**src/rtl/instr_fetch_seq.sv**
```systemverilog
// -----------------------------------------------------------------------------
// instr_fetch_seq
//
// Instruction fetch / issue sequencer. It owns the program counter, reads one
// word at a time from instruction memory, latches it, announces it to the
// control unit with a one-cycle instr_valid pulse, and then waits for the
// datapath to finish before it works out the next pc from the decoded
// control bits.
//
// State flow:
//   FETCH -> WAIT -> ISSUE -> EXEC -> FETCH (or HALT -> FETCH on resume)
//
// Optional feature (macro FETCH_TIMEOUT_EN):
//   When defined, a watchdog counts cycles spent in WAIT. After TMO_CYC cycles
//   without im_valid, the request is dropped for one cycle, the same pc is
//   re-fetched and the sticky fetch_err flag is set until reset. When not
//   defined, WAIT waits forever and fetch_err is tied low.
//
// Parameters:
//   ADDR_W   instruction-memory word-address width (pc width)
//   TMO_CYC  watchdog limit in WAIT cycles (FETCH_TIMEOUT_EN only, >= 1)
//
// Ports:
//   clk          rising-edge clock
//   rst_n        asynchronous active-low reset
//   im_req       memory read request, held from FETCH until im_valid accepted
//   im_addr      memory word address, held with im_req
//   im_valid     memory read strobe, honoured only while im_req = 1
//   im_data      memory read data
//   instr        latched current instruction
//   opcode       instr[31:26] for the control unit
//   instr_valid  one-cycle pulse when a new instruction is issued
//   exec_done    datapath finished the issued instruction (EXEC only)
//   cu_Jump      jump to instr[ADDR_W-1:0]
//   cu_Branch    conditional branch, taken when alu_zero = 1
//   cu_hlt       halt, pc unchanged
//   cu_reset     restart from pc = 0
//   alu_zero     ALU zero flag
//   resume       leave HALT (HALT only)
//   pc           program counter
//   halted       high while in HALT
//   fetch_err    sticky fetch-timeout flag
// -----------------------------------------------------------------------------
module instr_fetch_seq #(
  parameter int ADDR_W  = 10,
  parameter int TMO_CYC = 15
) (
  input  logic              clk,
  input  logic              rst_n,
  output logic              im_req,
  output logic [ADDR_W-1:0] im_addr,
  input  logic              im_valid,
  input  logic [31:0]       im_data,
  output logic [31:0]       instr,
  output logic [5:0]        opcode,
  output logic              instr_valid,
  input  logic              exec_done,
  input  logic              cu_Jump,
  input  logic              cu_Branch,
  input  logic              cu_hlt,
  input  logic              cu_reset,
  input  logic              alu_zero,
  input  logic              resume,
  output logic [ADDR_W-1:0] pc,
  output logic              halted,
  output logic              fetch_err
);

  typedef enum logic [2:0] {
    FETCH,
    WAIT,
    ISSUE,
    EXEC,
    HALT
  } state_t;

  state_t state, state_n;

  logic [ADDR_W-1:0] pc_n;
  logic              im_req_n;
  logic [ADDR_W-1:0] im_addr_n;
  logic [31:0]       instr_n;
  logic              instr_valid_n;
  logic              halted_n;

  // Handshake and watchdog events, shared by the FSM and the watchdog block.
  logic fetch_accept;
  logic tmo_hit;
  logic tmo_fire;

  // Candidate next-pc values.
  logic [ADDR_W-1:0] pc_inc;
  logic [ADDR_W-1:0] br_off;
  logic [ADDR_W-1:0] pc_branch;

  assign opcode = instr[31:26];

  assign pc_inc    = pc + ADDR_W'(1);
  // Sign-extend (or truncate) the 16-bit branch offset to pc width; the sum
  // then wraps modulo 2^ADDR_W naturally.
  assign br_off    = ADDR_W'($signed(instr[15:0]));
  assign pc_branch = pc_inc + br_off;

  // Read data is only ever taken while a request is outstanding.
  assign fetch_accept = (state == WAIT) && im_req && im_valid;
  assign tmo_fire     = (state == WAIT) && !fetch_accept && tmo_hit;

`ifdef FETCH_TIMEOUT_EN
  localparam int TMO_W = (TMO_CYC > 1) ? $clog2(TMO_CYC) : 1;

  logic [TMO_W-1:0] tmo_cnt;

  assign tmo_hit = (tmo_cnt == TMO_W'(TMO_CYC - 1));

  // Counts completed WAIT cycles; cleared whenever the FSM is elsewhere, so
  // every fresh request (including a retry) gets the full budget.
  always_ff @(posedge clk or negedge rst_n) begin
    if (!rst_n) begin
      tmo_cnt   <= '0;
      fetch_err <= 1'b0;
    end else begin
      if (state == WAIT) begin
        tmo_cnt <= tmo_cnt + TMO_W'(1);
      end else begin
        tmo_cnt <= '0;
      end
      if (tmo_fire) begin
        fetch_err <= 1'b1;
      end
    end
  end
`else
  assign tmo_hit   = 1'b0;
  assign fetch_err = 1'b0;
`endif

  // ---------------------------------------------------------------------------
  // Next-state and next-output logic
  // ---------------------------------------------------------------------------
  always_comb begin
    // NOTE: every signal written here gets a default first, so no path through
    // the case statement can leave one unassigned and infer a latch.
    state_n       = state;
    pc_n          = pc;
    im_req_n      = im_req;
    im_addr_n     = im_addr;
    instr_n       = instr;
    instr_valid_n = 1'b0;
    halted_n      = halted;

    case (state)
      FETCH: begin
        im_req_n  = 1'b1;
        im_addr_n = pc;
        state_n   = WAIT;
      end

      WAIT: begin
        if (fetch_accept) begin
          instr_n  = im_data;
          im_req_n = 1'b0;
          state_n  = ISSUE;
        end else if (tmo_fire) begin
          // Drop the request for the FETCH cycle, then retry the same pc.
          im_req_n = 1'b0;
          state_n  = FETCH;
        end
      end

      ISSUE: begin
        instr_valid_n = 1'b1;
        state_n       = EXEC;
      end

      EXEC: begin
        if (exec_done) begin
          // Priority chain: a set higher bit makes all lower bits don't-care.
          if (cu_reset) begin
            pc_n    = '0;
            state_n = FETCH;
          end else if (cu_hlt) begin
            halted_n = 1'b1;
            state_n  = HALT;
          end else if (cu_Jump) begin
            pc_n    = instr[ADDR_W-1:0];
            state_n = FETCH;
          end else if (cu_Branch && alu_zero) begin
            pc_n    = pc_branch;
            state_n = FETCH;
          end else begin
            pc_n    = pc_inc;
            state_n = FETCH;
          end
        end
      end

      HALT: begin
        if (resume) begin
          halted_n = 1'b0;
          pc_n     = pc_inc;
          state_n  = FETCH;
        end
      end

      default: begin
        state_n = FETCH;
      end
    endcase
  end

  // ---------------------------------------------------------------------------
  // State register
  // ---------------------------------------------------------------------------
  always_ff @(posedge clk or negedge rst_n) begin
    // NOTE: sequential state is updated with non-blocking assignments so every
    // register samples pre-edge values regardless of statement order.
    if (!rst_n) begin
      state <= FETCH;
    end else begin
      state <= state_n;
    end
  end

  // ---------------------------------------------------------------------------
  // Registered outputs and program counter
  // ---------------------------------------------------------------------------
  always_ff @(posedge clk or negedge rst_n) begin
    if (!rst_n) begin
      pc          <= '0;
      im_req      <= 1'b0;
      im_addr     <= '0;
      instr       <= '0;
      instr_valid <= 1'b0;
      halted      <= 1'b0;
    end else begin
      pc          <= pc_n;
      im_req      <= im_req_n;
      im_addr     <= im_addr_n;
      instr       <= instr_n;
      instr_valid <= instr_valid_n;
      halted      <= halted_n;
    end
  end

endmodule

```
**config.mk**
```make
export PLATFORM = sky130hd
export DESIGN_NAME = instr_fetch_seq
export DESIGN_NICKNAME = d
export VERILOG_FILES = /design/src/rtl/instr_fetch_seq.sv
export SDC_FILE = /design/constraint.sdc
export NUM_CORES = 1
export LEC_CHECK = 0
export ABC_AREA = 1
export CAP_MARGIN = 0
export CORE_UTILIZATION = 40
export CTS_CLUSTER_DIAMETER = 100
export DETAILED_ROUTE_END_ITERATION = 10
export DONT_BUFFER_PORTS = 1
export PLACE_DENSITY = 0.64
export SYNTH_ARGS = -nofsm -noshare
export SYNTH_HDL_FRONTEND = slang
export SYNTH_SLANG_ARGS = --single-unit
```
**constraint.sdc**
```tcl
create_clock -name clk -period 2.6 [get_ports clk]
set_clock_uncertainty 0.15 [all_clocks]
set_input_delay 0.26 -clock clk [delete_from_list [all_inputs] [get_ports clk]]
set_output_delay 0.26 -clock clk [all_outputs]
set_load 0.03 [all_outputs]
```
==> summary.md <==
| Metric | Value |
|---|---|
| Run status | finished, final reports clean |
| Critical Path Sink Type | flip-flop |
| CP required | roughly 2.7 ns |
| Top cells by area, synth | dfrtp_1 45%, nand2_1 11%, mux2_2 8.0%, inv_1 5.2%, ha_1 4.3% |
| Area after DPL | between 3000 and 4000 um^2 |
| N_diodes | 0 |
| Max VDD drop | about 620 uV |
| Crit share post-route | between 90% and 100% |
| Util after Layout | a little under three fifths |
| CTS Buffer Depth | 2 |
| Dpl ws | -0.0135 ns |
| Setup CP Type | reg2reg |
| Die W | a little over 90 um |
| Post-synth EDFFs | 0 |
| Via count | 2,787 |
| # setup viols final | 0 |
| Hold Path Depth | 5 |
| Routability cong. | ~0.92 |
| Clock-pin slew on the worst setup and hold paths | 0.07 ns |
| Worst Hold Path EP | pc[7] |
| Most used DFF post-synth | dfrtp_1 |
| DP HPWL | roughly 6000 um |
| Worst Min Path Start | cu_reset |
| Nets | 490 |
| Slew headroom | 61.0% |
| Worst R2R Path Depth | 16 |
| DR iter-0 viols | 213 |
| FF-to-FF setup slack | around 0.11 ns |
| Mapped Area | around 3200 um^2 |
| Clk root buf | clkbuf_8 |
| Final std cells w/o fill | 542 |
| First-pass GRT wire length | 14,000 um |
| Max-slew violations | 0 |
| Sequential share of the synthesized area | between 40% and 50% |
| TritonCTS clock tree | built |
| Die Ht | 91.7 um |
| IO buf count | 0 |
| Post-Syn Instances | 381 |
| Total GRT Usage | 21.6% |
| Power per cell area | 1460 nW/um^2 |
| Worst-margin pin slew | 0.585 ns |
| Top cells by count, synth | 92 x nand2_1, 58 x dfrtp_1, 45 x inv_1 |
| Yosys warnings | 0 |
| Leakage Power | between 2 and 2.5 nW |
| Number of global-route vias before repair | 2,873 |
| Hold Fails Final Rpt | 0 |
| Netlist cell types | 36 |
| Crit path from | pc[0] |
| Inst Count DP | slightly below 500 |
| Achievable frequency | approximately 400 MHz |
| Core area | just under 8000 um^2 |
| Fin worst setup slack | 0.107 ns |
| Max_cap viols | 0 |
| Most frequent cell after synthesis | nand2_1 |
| Die Area | around 8400 um^2 |
| Area Overhead vs Synth | 33.0% |
| Pin count of the biggest net entering global routing | just under 60 |
| Gr ovfl total | 0 |
| Number of synthesized register bits | 58 |
| # clock sinks | 58 |
| Share of flip-flops with an asynchronous set or reset | 100% |
| Synthesized area per cell | 8.45 um^2 |
| Vias/cell | 5.14 |
| Final WL | about 8600 um |
| WHS | around 0.03 ns |
| Total CTS buffers | 9 |
| Initial DRT Pass Iterations | 4 |
| Setup_tns | 0 ns |
| Wire per inst | approximately 16 um |
| Area fraction of the dominant cell type after synthesis | between 40 and 50% |
| Rows | 32 |
| Worst skew pair latency | between 0.3 and 0.4 ns |
| Finished Cell Area | between 4000 and 5000 um^2 |
| Crit path launch type | flip-flop |
| ANT nets after route | 0 |
| H-tree Lvls | 3 |
| Min-Delay Path Class | in2reg |
| Initial Utilization | between 40% and 50% |
| Worst r2r src | pc[0] |
| Crit-path max FO | 6 |
| Worst r2r dst | pc[9] |
| Antenna violations before repair | 0 |
| # IOs | 104 |
| Unrepaired setup endpoints after global routing | true |
| Synth Net Count | 435 |
| Share of layout cells above drive strength 1 | between 20 and 30% |
| Cell taking the most area after synthesis | dfrtp_1 |
| DR DRC count | 0 |
| Minimum clock period | approximately 2.5 ns |
| Critical path data arrival time | approximately 2.6 ns |
| Overall power | ~6.2 mW |
[worst max-delay path by stage]
| stage | slack (ns) | cells after the start | to |
|---|---|---|---|
| after global routing | -0.06 | 16 | pc[9] |
| after CTS | 0.002 | 17 | pc[9] |
| after detailed placement | -0.01 | 18 | pc[9] |
| final | 0.11 | 16 | pc[9] |
| after global placement | 0.03 | 17 | pc[9] |
| after floorplan | 0.03 | 16 | pc[9] |
[cells in the final DEF (no fill, tap or decap), types with 3 or more instances in the layout]
master,count
a21oi_1,21
a21oi_2,5
buf_4,20
buf_6,3
clkbuf_8,10
dfrtp_1,56
dlygate4sd3_1,37
ha_4,8
inv_1,41
inv_2,7
mux2_1,3
mux2_2,23
nand2_1,83
nand2_2,10
nand3_1,13
nand3_2,6
nand4_1,6
nor2_1,16
nor2_2,3
nor3_1,3
o211ai_1,5
o21ai_0,23
o21ai_1,4
xnor2_1,3
[worst max-delay path: stages, from the launching register on]
cell     delay [ns]
dfrtp_2        0.43
buf_6          0.14
nand3_2        0.09
nor3_1         0.07
or2_2          0.29
nand2_2        0.09
inv_2          0.06
ha_4           0.28
nand2_2        0.07
nor2_4         0.12
nand3_2        0.08
nand4_1        0.14
nand3_2        0.09
nand2_2        0.08
nand3_1        0.06
nand2_1        0.09
a21oi_2        0.05
[routing by layer]
| metal | routed length, um | GRT usage [%] | up-vias |
|---|---|---|---|
| li1 | - | - | 1343 |
| met1 | 3600 | 26.2 | 1310 |
| met2 | 4040 | 34.5 | 113 |
| met3 | 763 | 7.79 | 21 |
| met4 | 232 | 9.51 | 0 |
| met5 | 0 | 0 | - |
[cell type report]
class,count,area (um^2)
clock buffers,10,138
clock inverters,5,78.8
fillers,726,3490
inverters,49,184
multi-input cells,256,1700
flip-flops and latches,58,1450
well taps,102,128
repair buffers,62,602
[where the power goes]
group / leakage, nW / switching [mW] / internal, mW
clock: 0.112 / 0.382 / 0.559
combinational: 1.21 / 1.64 / 1.27
sequential: 0.699 / 1.09 / 1.31
[what timing repair did]
| action | 4_1_cts | 5_1_grt |
|---|---|---|
| hold endpoints to repair | 94 | 0 |
| pin swaps | 0 | 18 |
| endpoints found under the setup margin | 2 | 5 |
| gates resized for setup | 4 | 42 |
| hold buffers | 38 | 0 |
| setup buffers | 0 | 4 |
[logic make-up (layout without fill, tap and decap cells)]
group	Yosys count	after routing	share of synthesized area (%)
AOI/OAI and AO/OA	65	65	11.1
xor gates and xnor gates	6	6	1.63
adders and majority gates	12	12	4.90
buffers and inverters	67	126	9.02
DFF	58	58	45.1
muxes	26	26	9.09
other	1	1	0.116
and+or+nand+nor	146	146	19.1
[sequential cells by signal, indices dropped and copies added (netlist names)]
signal and count:
instr 32, im_addr 10, pc 10, state 3
halted 1, im_req 1, instr_valid 1
Power figures use the tool's default switching activity.
